$ cat src/rtl/mpc_dot_pkg.sv
// Shared widths, FSM state and tag types for the MPC dot-product accumulator.
// Optional feature macro: MPC_DOT_ACC_SAT_EN (saturating accumulate/output).
package mpc_dot_pkg;

    localparam int P_W     = 31;  // multiplier product width
    localparam int ACC_W   = 40;  // accumulator width, headroom for 512 full-scale terms
    localparam int OUT_W   = 21;  // solver word width
    localparam int FRAC_SH = 9;   // fraction bits of the b operand removed from the sum
    localparam int MUL_LAT = 4;   // multiplier latency in ce-qualified cycles

    typedef enum logic {
        IDLE = 1'b0,
        ACC  = 1'b1
    } state_t;

    // Tags travelling alongside the operand pair through the multiplier.
    typedef struct packed {
        logic valid;
        logic first;
        logic last;
    } tag_t;

    // Sign-extend a product to accumulator width.
    function automatic logic signed [ACC_W-1:0] sext_p(input logic signed [P_W-1:0] v);
        return {{(ACC_W-P_W){v[P_W-1]}}, v};
    endfunction

endpackage

$ cat src/rtl/mpc_round_sat.sv
// Round-half-up, rescale and clip an accumulator sum to the solver word.
// MPC_DOT_ACC_SAT_EN defined: clip to the signed OUT_W range and report o_sat.
// Otherwise: keep the low OUT_W bits of the rounded value, o_sat tied low.
module mpc_round_sat
    import mpc_dot_pkg::*;
(
    input  logic signed [ACC_W-1:0] i_sum,
    output logic signed [OUT_W-1:0] o_y,
    output logic                    o_sat
);

    localparam logic signed [ACC_W:0] ROUND_BIAS = (ACC_W+1)'(2**(FRAC_SH-1));

    // One extra bit so adding the bias can never wrap.
    logic signed [ACC_W:0] w_biased;
    assign w_biased = {i_sum[ACC_W-1], i_sum} + ROUND_BIAS;

`ifdef MPC_DOT_ACC_SAT_EN
    localparam logic signed [ACC_W:0] LIM_MAX = (ACC_W+1)'(2**(OUT_W-1)-1);
    localparam logic signed [ACC_W:0] LIM_MIN = ~LIM_MAX;  // -(2^(OUT_W-1))

    logic signed [ACC_W:0] w_shr;
    assign w_shr = w_biased >>> FRAC_SH;

    // Clip the rescaled value into the solver word range.
    always_comb begin
        o_y   = w_shr[OUT_W-1:0];
        o_sat = 1'b0;
        if (w_shr > LIM_MAX) begin
            o_y   = LIM_MAX[OUT_W-1:0];
            o_sat = 1'b1;
        end else if (w_shr < LIM_MIN) begin
            o_y   = LIM_MIN[OUT_W-1:0];
            o_sat = 1'b1;
        end
    end
`else
    // Wrapping build: only the low OUT_W bits of the rescaled value survive.
    assign o_y   = OUT_W'(w_biased >>> FRAC_SH);
    assign o_sat = 1'b0;
`endif

endmodule

$ cat src/rtl/mpc_dot_acc.sv
// Accumulates multiplier products into row dot products and emits each row
// result rounded/rescaled to the solver word, with tags delayed to match p.
// Optional feature macro: MPC_DOT_ACC_SAT_EN (saturating accumulator, clipped
// output and active sat_flag); without it the accumulator and output wrap.
module mpc_dot_acc
    import mpc_dot_pkg::*;
(
    input  logic                    clk,
    input  logic                    rst,
    input  logic                    ce,
    input  logic                    in_valid,
    input  logic                    in_first,
    input  logic                    in_last,
    input  logic signed [P_W-1:0]   p,
    output logic signed [OUT_W-1:0] y,
    output logic                    y_valid,
    output logic                    sat_flag,
    output logic                    seq_err,
    output logic                    busy
);

    state_t                  r_state;
    state_t                  w_state_next;
    logic signed [ACC_W-1:0] r_acc;
    logic signed [ACC_W-1:0] w_acc_next;
    logic signed [ACC_W-1:0] w_add;
    logic signed [ACC_W-1:0] w_p_ext;
    logic signed [OUT_W-1:0] r_y;
    logic signed [OUT_W-1:0] w_rs_y;
    logic                    r_y_valid;
    logic                    r_seq_err;
    logic                    w_result;
    logic                    w_seq_set;
    logic                    w_rs_sat;
    logic [MUL_LAT-1:0]      w_tag_v;
    tag_t                    w_d;

    // ------------------------------------------------------------------
    // Tag delay line: stage MUL_LAT-1 lines up with the product on p.
    // ------------------------------------------------------------------
    genvar gi;
    generate
        for (gi = 0; gi < MUL_LAT; gi++) begin : g_dly
            tag_t r_stage;
            tag_t w_stage_in;
            if (gi == 0) begin : g_src
                assign w_stage_in = '{valid: in_valid,
                                      first: in_valid & in_first,
                                      last:  in_valid & in_last};
            end else begin : g_src
                assign w_stage_in = g_dly[gi-1].r_stage;
            end
            // Advance the tag one stage per ce-cycle.
            always_ff @(posedge clk or negedge rst) begin
                if (!rst) begin
                    r_stage <= '0;
                end else if (ce) begin
                    r_stage <= w_stage_in;
                end
            end
            assign w_tag_v[gi] = r_stage.valid;
        end
    endgenerate

    assign w_d     = g_dly[MUL_LAT-1].r_stage;
    assign w_p_ext = sext_p(p);

    // ------------------------------------------------------------------
    // Accumulator adder (saturating or wrapping).
    // ------------------------------------------------------------------
`ifdef MPC_DOT_ACC_SAT_EN
    localparam logic signed [ACC_W-1:0] ACC_MAX = {1'b0, {(ACC_W-1){1'b1}}};
    localparam logic signed [ACC_W-1:0] ACC_MIN = {1'b1, {(ACC_W-1){1'b0}}};

    logic signed [ACC_W:0] w_sum_wide;
    logic                  w_add_ovf;
    logic                  r_row_sat;
    logic                  w_row_sat_next;
    logic                  r_sat_flag;

    assign w_sum_wide = {r_acc[ACC_W-1], r_acc} + {w_p_ext[ACC_W-1], w_p_ext};
    assign w_add_ovf  = (w_sum_wide[ACC_W] != w_sum_wide[ACC_W-1]);
    assign w_add      = !w_add_ovf ? w_sum_wide[ACC_W-1:0]
                                   : (w_sum_wide[ACC_W] ? ACC_MIN : ACC_MAX);
`else
    assign w_add = r_acc + w_p_ext;
`endif

    // FSM state register.
    always_ff @(posedge clk or negedge rst) begin
        if (!rst) begin
            r_state <= IDLE;
        end else if (ce) begin
            r_state <= w_state_next;
        end
    end

    // Next state, accumulator update and result strobe from the aligned tags.
    always_comb begin
        w_state_next = r_state;
        w_acc_next   = r_acc;
        w_result     = 1'b0;
        w_seq_set    = 1'b0;
`ifdef MPC_DOT_ACC_SAT_EN
        w_row_sat_next = r_row_sat;
`endif
        if (w_d.valid) begin
            if (w_d.first) begin
                // A new row always restarts; an open row is abandoned.
                w_acc_next = w_p_ext;
`ifdef MPC_DOT_ACC_SAT_EN
                w_row_sat_next = 1'b0;
`endif
                if (r_state == ACC) begin
                    w_seq_set = 1'b1;
                end
                if (w_d.last) begin
                    w_result     = 1'b1;
                    w_state_next = IDLE;
                end else begin
                    w_state_next = ACC;
                end
            end else if (r_state == ACC) begin
                w_acc_next = w_add;
`ifdef MPC_DOT_ACC_SAT_EN
                w_row_sat_next = r_row_sat | w_add_ovf;
`endif
                if (w_d.last) begin
                    w_result     = 1'b1;
                    w_state_next = IDLE;
                end
            end
            // Terms outside an open row are dropped.
        end
    end

    // Round the sum including the current term, so the result lands one cycle after d_last.
    mpc_round_sat u_round_sat (
        .i_sum (w_acc_next),
        .o_y   (w_rs_y),
        .o_sat (w_rs_sat)
    );

    // Accumulator, result and sticky error registers.
    always_ff @(posedge clk or negedge rst) begin
        if (!rst) begin
            r_acc     <= '0;
            r_y       <= '0;
            r_y_valid <= 1'b0;
            r_seq_err <= 1'b0;
        end else if (ce) begin
            r_acc     <= w_acc_next;
            r_y_valid <= w_result;
            r_seq_err <= r_seq_err | w_seq_set;
            if (w_result) begin
                r_y <= w_rs_y;
            end
        end
    end

`ifdef MPC_DOT_ACC_SAT_EN
    // Per-row clip tracking; flag covers accumulator or output clipping.
    always_ff @(posedge clk or negedge rst) begin
        if (!rst) begin
            r_row_sat  <= 1'b0;
            r_sat_flag <= 1'b0;
        end else if (ce) begin
            r_row_sat <= w_row_sat_next;
            if (w_result) begin
                r_sat_flag <= w_rs_sat | w_row_sat_next;
            end
        end
    end
    assign sat_flag = r_sat_flag;
`else
    assign sat_flag = w_rs_sat;
`endif

    assign y       = r_y;
    assign y_valid = r_y_valid;
    assign seq_err = r_seq_err;
    assign busy    = (r_state == ACC) | (|w_tag_v);

endmodule

$ cat config.mk
export PLATFORM = sky130hd
export DESIGN_NAME = mpc_dot_acc
export DESIGN_NICKNAME = d
export VERILOG_FILES = /design/src/rtl/mpc_dot_pkg.sv /design/src/rtl/mpc_round_sat.sv /design/src/rtl/mpc_dot_acc.sv
export SDC_FILE = /design/constraint.sdc
export NUM_CORES = 1
export LEC_CHECK = 0
export CAP_MARGIN = 20
export CORE_ASPECT_RATIO = 0.5
export CORE_UTILIZATION = 55
export DETAILED_ROUTE_END_ITERATION = 8
export GPL_ROUTABILITY_DRIVEN = 0
export PLACE_DENSITY = 0.78
export SLEW_MARGIN = 20
export SYNTH_ARGS = -nofsm -noshare
export SYNTH_HDL_FRONTEND = slang
export SYNTH_SLANG_ARGS = --single-unit
$ cat constraint.sdc
create_clock -name clk -period 7.7 [get_ports clk]
set_clock_uncertainty 0.1 [all_clocks]
set_input_delay 1.54 -clock clk [delete_from_list [all_inputs] [get_ports clk]]
set_output_delay 1.54 -clock clk [all_outputs]
set_load 0.02 [all_outputs]
==> metrics.txt, run 1 <==
# TYPE chip_impl_metric gauge
chip_impl_info{name="hold_path_class",value="reg2reg"} 1
chip_impl_metric{name="detail_route.wirelength",unit="µm"} 17300
chip_impl_metric{name="gr-usage-all-layers",unit=""} 0.321
chip_impl_metric{name="synth_sequential_area_ratio",unit=""} 0.285
chip_impl_metric{name="detail-route-antenna-nets",unit=""} 0
chip_impl_info{name="endpoint_kind",value="flop"} 1
chip_impl_metric{name="worstPathArrival",unit="ns"} 6.26
chip_impl_metric{name="power",unit="mW"} 2.97
chip_impl_metric{name="coreArea",unit="µm²"} 10200
chip_impl_metric{name="rr_worst_depth",unit=""} 11
chip_impl_metric{name="final_area",unit="µm²"} 6790
chip_impl_metric{name="setup_violations",unit=""} 0
chip_impl_metric{name="synth_fp_nets",unit=""} 800
chip_impl_metric{name="insertedDiodeCount",unit=""} 0
chip_impl_metric{name="fin_crit",unit="ns"} 6.08
chip_impl_metric{name="worst_hold_path.num_cells",unit=""} 2
chip_impl_metric{name="layout-drive-gt1-share",unit=""} 0.0716
chip_impl_metric{name="tns",unit="ns"} 0
chip_impl_metric{name="dr_vias_cell",unit=""} 6.57
chip_impl_metric{name="drt_pre_antenna_iters",unit=""} 5
chip_impl_metric{name="synth_enable_flop_cells",unit=""} 0
chip_impl_metric{name="final-hold-violation-count",unit=""} 0
chip_impl_metric{name="overflow",unit=""} 0
chip_impl_metric{name="fmax",unit="MHz"} 164
chip_impl_info{name="netlist.top_cell.by_area",value="sky130_fd_sc_hd__dfrtp_1"} 1
chip_impl_metric{name="grt_start_max_net_pins",unit=""} 67
chip_impl_info{name="clock_tree_from_tritoncts",value="yes"} 1
chip_impl_metric{name="ys_ff_latch",unit=""} 66
chip_impl_info{name="netlist_top_cells_count",value="sky130_fd_sc_hd__nand2_1, sky130_fd_sc_hd__o21ai_0, sky130_fd_sc_hd__dfrtp_1"} 1
chip_impl_info{name="reg2reg_from",value="g_dly[3].r_stage[1]"} 1
chip_impl_info{name="worstHoldEndpoint",value="y[11]"} 1
chip_impl_metric{name="post-dp-hpwl",unit="µm"} 12400
chip_impl_metric{name="setup_ws",unit="ns"} 1.62
chip_impl_metric{name="vdd_ir_drop_max",unit="µV"} 167
chip_impl_metric{name="fp.dieW",unit="µm"} 147
chip_impl_info{name="unrepaired_setup_endpoints_after_global_routing",value="false"} 1
chip_impl_metric{name="max-cap-violations",unit=""} 0
chip_impl_metric{name="num_vias",unit=""} 5963
chip_impl_metric{name="r2r_setup_slack",unit="ns"} 2.73
chip_impl_metric{name="portBuffers",unit=""} 59
chip_impl_metric{name="timing.critical_path.required",unit="ns"} 7.88
chip_impl_metric{name="tritoncts.num_buffers",unit=""} 9
chip_impl_metric{name="yosysTopAreaCellShare",unit=""} 0.285
chip_impl_info{name="reg2reg_to",value="y[16]"} 1
chip_impl_metric{name="grt_first_pass_wirelength",unit="µm"} 26900
chip_impl_info{name="synth.area.top_cells",value="sky130_fd_sc_hd__dfrtp_1, sky130_fd_sc_hd__ha_1, sky130_fd_sc_hd__o21ai_0"} 1
chip_impl_metric{name="detail_route.drc_violations",unit=""} 0
chip_impl_metric{name="antenna_found_initial",unit=""} 0
chip_impl_metric{name="cts.path.max_buffers",unit=""} 2
chip_impl_metric{name="netlist-cell-type-count",unit=""} 73
chip_impl_info{name="hold_path.startpoint",value="y[11]"} 1
chip_impl_metric{name="placedInstanceArea",unit="µm²"} 6410
chip_impl_info{name="worst_setup_path_start_kind",value="primary input"} 1
chip_impl_metric{name="initial_utilization",unit=""} 0.567
chip_impl_metric{name="hold-worst-slack",unit="ns"} 0.362
chip_impl_info{name="outcome",value="complete, no violations"} 1
chip_impl_info{name="ys_dominant_reg_cell",value="sky130_fd_sc_hd__dfrtp_1"} 1
chip_impl_metric{name="worst_setup_hold_path_clk_slew",unit="ns"} 0.06
chip_impl_metric{name="grt_pass1_vias",unit=""} 5150
chip_impl_metric{name="first_iter_violations",unit=""} 657
chip_impl_metric{name="clock-sinks",unit=""} 66
chip_impl_metric{name="worst_slew_margin_rel",unit=""} 0.428
chip_impl_metric{name="num-nets-final",unit=""} 831
chip_impl_metric{name="cts_repair_resize_count",unit=""} 0
chip_impl_metric{name="cts_post_setup_buffers_inserted",unit=""} 0
chip_impl_metric{name="floorplan.die_area",unit="µm²"} 11000
chip_impl_metric{name="post_layout_nonfiller_instances",unit=""} 908
chip_impl_metric{name="die_h",unit="µm"} 74.5
chip_impl_metric{name="cp_max_fo",unit=""} 8
chip_impl_metric{name="floorplan.io_pins",unit=""} 62
chip_impl_metric{name="yosysWarningCount",unit=""} 0
chip_impl_metric{name="wl_per_cell",unit="µm"} 19.0
chip_impl_metric{name="postCtsHoldBufs",unit=""} 0
chip_impl_info{name="cts.root.buffer_cell",value="sky130_fd_sc_hd__clkbuf_16"} 1
chip_impl_metric{name="pre_cts_slack",unit="ns"} 1.34
chip_impl_metric{name="period_share",unit=""} 0.790
chip_impl_metric{name="htreeDepth",unit=""} 3
chip_impl_metric{name="post_synth_instance_area",unit="µm²"} 5790
chip_impl_metric{name="worst_slew_pin_slew",unit="ns"} 0.849
chip_impl_metric{name="p_leak",unit="nW"} 2.81
chip_impl_metric{name="row_count",unit=""} 26
chip_impl_metric{name="clock_latency",unit="ns"} 0.34
chip_impl_metric{name="postSynthCellCount",unit=""} 732
chip_impl_metric{name="syn_to_final_growth",unit="%"} 17.2
chip_impl_info{name="timing_worst_setup_path_type",value="in2reg"} 1
chip_impl_metric{name="syn_avg_cell_area",unit="µm²"} 7.91
chip_impl_metric{name="placed_cells",unit=""} 892
chip_impl_metric{name="report.final.slew_viol_count",unit=""} 0
chip_impl_metric{name="utilization",unit=""} 0.664
chip_impl_info{name="yosys.cell_count.top_type",value="sky130_fd_sc_hd__nand2_1"} 1
chip_impl_metric{name="power.density",unit="nW/µm²"} 438
chip_impl_metric{name="synth-async-reset-ratio",unit=""} 1.00
==> power by group <==
| group | switching [mW] | internal (mW) | leakage (nW) |
|---|---|---|---|
| sequential | 0.114 | 0.492 | 0.802 |
| clock | 0.167 | 0.359 | 0.183 |
| combinational | 1.12 | 0.721 | 1.82 |
| total | 1.40 | 1.57 | 2.81 |
==> flip-flops by register name, indices dropped and copies added, names as in the netlist <==
| signal | count |
|---|---|
| r_state | 1 |
| r_acc | 30 |
| y_valid | 1 |
| seq_err | 1 |
| g_dly.r_stage | 12 |
| y | 21 |
==> placed cells by master, fill, tap and decap left out, types with 6 or more instances in the layout <==
cell type / instances
sky130_fd_sc_hd__nand3_1: 36
sky130_fd_sc_hd__a22oi_1: 18
sky130_fd_sc_hd__nand2_1: 83
sky130_fd_sc_hd__o21ai_0: 73
sky130_fd_sc_hd__o22ai_1: 16
sky130_fd_sc_hd__a211oi_1: 6
sky130_fd_sc_hd__mux2_2: 9
sky130_fd_sc_hd__inv_1: 20
sky130_fd_sc_hd__clkdlybuf4s50_1: 58
sky130_fd_sc_hd__a21oi_1: 64
sky130_fd_sc_hd__xnor2_1: 14
sky130_fd_sc_hd__and3_1: 11
sky130_fd_sc_hd__a22o_1: 8
sky130_fd_sc_hd__nand2b_1: 6
sky130_fd_sc_hd__xor2_1: 19
sky130_fd_sc_hd__buf_4: 9
sky130_fd_sc_hd__clkbuf_16: 9
sky130_fd_sc_hd__o221ai_1: 7
sky130_fd_sc_hd__ha_1: 30
sky130_fd_sc_hd__or3_1: 11
sky130_fd_sc_hd__a31oi_1: 7
sky130_fd_sc_hd__nor3_1: 13
sky130_fd_sc_hd__o211ai_1: 14
sky130_fd_sc_hd__nand4_1: 9
sky130_fd_sc_hd__a21o_1: 17
sky130_fd_sc_hd__dfrtp_1: 66
sky130_fd_sc_hd__nor2_1: 34
==> critical path: stages <==
cell,delay (ns)
sky130_fd_sc_hd__clkdlybuf4s50_1,0.51
sky130_fd_sc_hd__ha_1,0.18
sky130_fd_sc_hd__inv_1,0.06
sky130_fd_sc_hd__fa_1,0.41
sky130_fd_sc_hd__nand2b_1,0.20
sky130_fd_sc_hd__a21o_4,0.24
sky130_fd_sc_hd__a211oi_4,0.43
sky130_fd_sc_hd__nor3_2,0.10
sky130_fd_sc_hd__o31a_1,0.35
sky130_fd_sc_hd__or4b_4,0.52
sky130_fd_sc_hd__or4b_1,0.66
sky130_fd_sc_hd__or4b_1,0.56
sky130_fd_sc_hd__or4_1,0.41
sky130_fd_sc_hd__nand3_1,0.09
==> cells by family (layout without fill, tap and decap cells) <==
| family | Yosys count | after routing | share of synthesized area |
|---|---|---|---|
| AO/OA/AOI/OAI | 275 | 275 | 0.308 |
| XOR/XNOR | 33 | 33 | 0.0499 |
| adder cells (fa/ha/maj) | 31 | 31 | 0.0683 |
| buffers and inverters | 70 | 106 | 0.0501 |
| flip-flops | 66 | 66 | 0.285 |
| multiplexers | 14 | 14 | 0.0262 |
| other | 1 | 1 | 0.000648 |
| AND/OR/NAND/NOR | 242 | 242 | 0.211 |
==> per-layer routing <==
metal / track usage / vias to the layer above / share of wire
li1: - / 2810 / -
met1: 0.457 / 2803 / 0.46
met2: 0.458 / 308 / 0.40
met3: 0.0883 / 42 / 0.11
met4: 0.135 / 0 / 0.026
met5: 0 / - / 0
==> worst max path at each step <==
| stage | startpoint | end | slack [ns] | cells after the start |
|---|---|---|---|---|
| after global routing | p[0] | y[14] | 1.48 | 14 |
| after detailed placement | p[0] | y[16] | 1.34 | 14 |
| final | p[0] | y[16] | 1.62 | 14 |
| after global placement | p[0] | y[16] | 1.36 | 14 |
| after floorplan | p[0] | y[16] | 2.23 | 14 |
| after CTS | p[0] | y[16] | 1.67 | 14 |
==> layout make-up <==
type | count | area [µm²]
Clock inverter | 6 | 138
Inverter | 22 | 82.6
Multi-Input combinational cell | 596 | 3850
Sequential cell | 66 | 1650
Timing Repair Buffer | 68 | 653
Fill cell | 872 | 3430
Tap cell | 140 | 175
Clock buffer | 10 | 239
Note: power is estimated with default switching activity, not from simulation.
==> run 2, diff against run 1 <==
--- a/config.mk
+++ b/config.mk
@@ -7,7 +7,7 @@
 export LEC_CHECK = 0
 export CAP_MARGIN = 20
 export CORE_ASPECT_RATIO = 0.5
-export CORE_UTILIZATION = 55
+export CORE_UTILIZATION = 53
 export DETAILED_ROUTE_END_ITERATION = 8
 export GPL_ROUTABILITY_DRIVEN = 0
 export PLACE_DENSITY = 0.78
==> constraint.sdc (replaced) <==
create_clock -name clk -period 5.1 [get_ports clk]
set_clock_uncertainty 0.1 [all_clocks]
set_input_delay 1.02 -clock clk [delete_from_list [all_inputs] [get_ports clk]]
set_output_delay 1.02 -clock clk [all_outputs]
set_load 0.02 [all_outputs]
==> metrics.txt, run 2 (same netlist as run 1, synthesis figures left out) <==
# TYPE chip_impl_metric gauge
chip_impl_info{name="most-common-layout-cells",value="sky130_fd_sc_hd__buf_4, sky130_fd_sc_hd__nand2_1, sky130_fd_sc_hd__o21ai_0"} 1
chip_impl_metric{name="dr_vias_cell",unit=""} 6.39
chip_impl_metric{name="initial_utilization",unit=""} 0.556
chip_impl_info{name="unrepaired_setup_endpoints_after_global_routing",value="false"} 1
chip_impl_metric{name="portBuffers",unit=""} 59
chip_impl_metric{name="internal_power",unit="mW"} 2.64
chip_impl_metric{name="floorplan.die_area",unit="µm²"} 11400
chip_impl_metric{name="clock-sinks",unit=""} 66
chip_impl_metric{name="power",unit="mW"} 4.87
chip_impl_metric{name="post-dp-hpwl",unit="µm"} 13600
chip_impl_info{name="outcome",value="complete, no violations"} 1
chip_impl_metric{name="coreArea",unit="µm²"} 10400
chip_impl_metric{name="pwr-share-clk",unit=""} 0.140
chip_impl_metric{name="worstPathArrival",unit="ns"} 5.19
chip_impl_metric{name="seqPwrFrac",unit=""} 0.195
chip_impl_metric{name="final-hold-violation-count",unit=""} 0
chip_impl_metric{name="setup_violations",unit=""} 0
chip_impl_info{name="timing_worst_setup_path_type",value="in2reg"} 1
chip_impl_metric{name="detail-route-antenna-nets",unit=""} 0
chip_impl_metric{name="largest_register_ff_count",unit=""} 30
chip_impl_info{name="cts.root.buffer_cell",value="sky130_fd_sc_hd__clkbuf_16"} 1
chip_impl_metric{name="gr-usage-all-layers",unit=""} 0.343
chip_impl_metric{name="placed_cells",unit=""} 977
chip_impl_metric{name="p_leak",unit="nW"} 3.21
chip_impl_metric{name="first_iter_violations",unit=""} 769
chip_impl_metric{name="insertedDiodeCount",unit=""} 0
chip_impl_metric{name="vdd_ir_drop_max",unit="µV"} 259
chip_impl_metric{name="num_vias",unit=""} 6354
chip_impl_metric{name="clock_latency",unit="ns"} 0.34
chip_impl_metric{name="final_area",unit="µm²"} 7400
chip_impl_metric{name="comb_power_share",unit=""} 0.665
chip_impl_metric{name="timing.critical_path.required",unit="ns"} 5.27
chip_impl_metric{name="worst_slew_pin_slew",unit="ns"} 0.789
chip_impl_metric{name="layout-drive-gt1-share",unit=""} 0.171
chip_impl_metric{name="power.switching_fraction",unit=""} 0.458
chip_impl_metric{name="overflow",unit=""} 0
chip_impl_info{name="mostFrequentLayoutCell",value="sky130_fd_sc_hd__buf_4"} 1
chip_impl_info{name="hold_path_class",value="reg2reg"} 1
chip_impl_metric{name="fp.dieW",unit="µm"} 150
chip_impl_metric{name="floorplan.io_pins",unit=""} 62
chip_impl_metric{name="worst_slew_margin_rel",unit=""} 0.472
chip_impl_info{name="reg2reg_from",value="r_acc[0]"} 1
chip_impl_metric{name="grt_first_pass_wirelength",unit="µm"} 29400
chip_impl_metric{name="detail_route.wirelength",unit="µm"} 18700
chip_impl_metric{name="syn_to_final_growth",unit="%"} 27.9
chip_impl_metric{name="cts.path.max_buffers",unit=""} 2
chip_impl_metric{name="placedInstanceArea",unit="µm²"} 7050
chip_impl_metric{name="tritoncts.num_buffers",unit=""} 9
chip_impl_metric{name="power.density",unit="nW/µm²"} 658
chip_impl_info{name="top_reg_by_flops",value="r_acc"} 1
chip_impl_metric{name="die_h",unit="µm"} 75.9
chip_impl_metric{name="drt_pre_antenna_iters",unit=""} 5
chip_impl_metric{name="r2r_setup_slack",unit="ns"} 0.81
chip_impl_metric{name="fillerInstances",unit=""} 832
chip_impl_metric{name="grt_pass1_vias",unit=""} 5695
chip_impl_info{name="hold_path.startpoint",value="seq_err"} 1
chip_impl_metric{name="max-cap-violations",unit=""} 0
chip_impl_metric{name="period_share",unit=""} 0.984
chip_impl_metric{name="fmax",unit="MHz"} 199
chip_impl_info{name="clock_tree_from_tritoncts",value="yes"} 1
chip_impl_metric{name="row_count",unit=""} 26
chip_impl_metric{name="wl_per_cell",unit="µm"} 18.8
chip_impl_metric{name="antenna_found_initial",unit=""} 0
chip_impl_metric{name="num-nets-final",unit=""} 918
chip_impl_metric{name="power.switching",unit="mW"} 2.23
chip_impl_metric{name="htreeDepth",unit=""} 3
chip_impl_metric{name="cp_max_fo",unit=""} 3
chip_impl_metric{name="fin_crit",unit="ns"} 5.02
chip_impl_info{name="cp_launch_point",value="p[1]"} 1
chip_impl_metric{name="worst_setup_hold_path_clk_slew",unit="ns"} 0.06
chip_impl_metric{name="multiInputGateArea",unit="µm²"} 3870
chip_impl_metric{name="report.final.slew_viol_count",unit=""} 0
chip_impl_info{name="worst_setup_path_start_kind",value="primary input"} 1
chip_impl_metric{name="post_layout_nonfiller_instances",unit=""} 995
chip_impl_info{name="endpoint_kind",value="flop"} 1
chip_impl_metric{name="grt_start_max_net_pins",unit=""} 39
chip_impl_metric{name="seq_area",unit="µm²"} 1650
chip_impl_metric{name="detail_route.drc_violations",unit=""} 0
chip_impl_metric{name="hold-worst-slack",unit="ns"} 0.368
run 2: cell count changes in the layout (fill, tap and decap cells not counted), sizes merged:
cell / before / now
clkinvlp: 0 / 1
clkbuf: 10 / 11
dlygate4sd2: 0 / 1
buf: 10 / 97
bufinv: 4 / 2
clkdlybuf4s50: 58 / 57
run 2: worst paths after layout:
| check | end | cells after the start |
|---|---|---|
| worst max register to register | y[16] | 13 |
| worst min register to register | seq_err | 1 |
| max in group asynchronous | r_acc[20] | 2 |
| worst max-delay path | y[16] | 13 |
| worst min-delay path | seq_err | 1 |
| min in group asynchronous | r_acc[8] | 1 |
run 2: what timing repair did:
action	in CTS	in global routing
resized for setup	7	0
cloned	0	0
setup buffers	2	0
endpoints found under the setup margin	2	2
hold buffers	0	0
pin swaps	3	1
run 2: metal layers:
metal | up-vias | routed length, µm | part of all wire | GRT usage
li1 | 2988 | - | - | -
met1 | 2969 | 8400 | 0.45 | 0.471
met2 | 338 | 7770 | 0.41 | 0.527
met3 | 59 | 2050 | 0.11 | 0.0898
met4 | 0 | 513 | 0.027 | 0.120
met5 | - | 0 | 0 | 0
run 2: area by class of cell:
type                       count  share of cell area
inverter                      22              0.0112
sequential                    66               0.223
clock inverter                 5              0.0105
multi-input combinational    596               0.522
clock buffer                  11              0.0328
timing repair buffer         155               0.176
tap                          140              0.0237
run 2: power by group through the flow:
stage	clock, mW	combinational [mW]	sequential (mW)
after global placement	0	3.02	0.937
after global routing	0.709	3.52	0.981
after detailed placement	0	3.10	0.951
after floorplan	0	1.89	0.986
after CTS	0.686	3.16	0.945
final	0.683	3.24	0.950
run 2: stage by stage:
step,worst slack [ns],utilization,setup TNS [ns]
final,0.0791,0.711,0
after global routing,0.00133,0.711,0
after CTS,0.110,0.711,0
after detailed placement,-0.430,0.677,-2.51
after global placement,-0.408,0.677,-2.26
after floorplan,0.148,-,0
run 2: worst max-delay path: stages:
cell and delay, ns:
sky130_fd_sc_hd__clkdlybuf4s50_1 0.51, sky130_fd_sc_hd__inv_1 0.08, sky130_fd_sc_hd__fa_2 0.39, sky130_fd_sc_hd__nand2b_4 0.15, sky130_fd_sc_hd__a21o_4 0.21, sky130_fd_sc_hd__a211oi_4 0.34
sky130_fd_sc_hd__nor3_2 0.10, sky130_fd_sc_hd__o31a_1 0.32, sky130_fd_sc_hd__or4b_4 0.50, sky130_fd_sc_hd__or4b_4 0.54, sky130_fd_sc_hd__or4b_4 0.53, sky130_fd_sc_hd__or4_1 0.40
sky130_fd_sc_hd__nand3_1 0.09
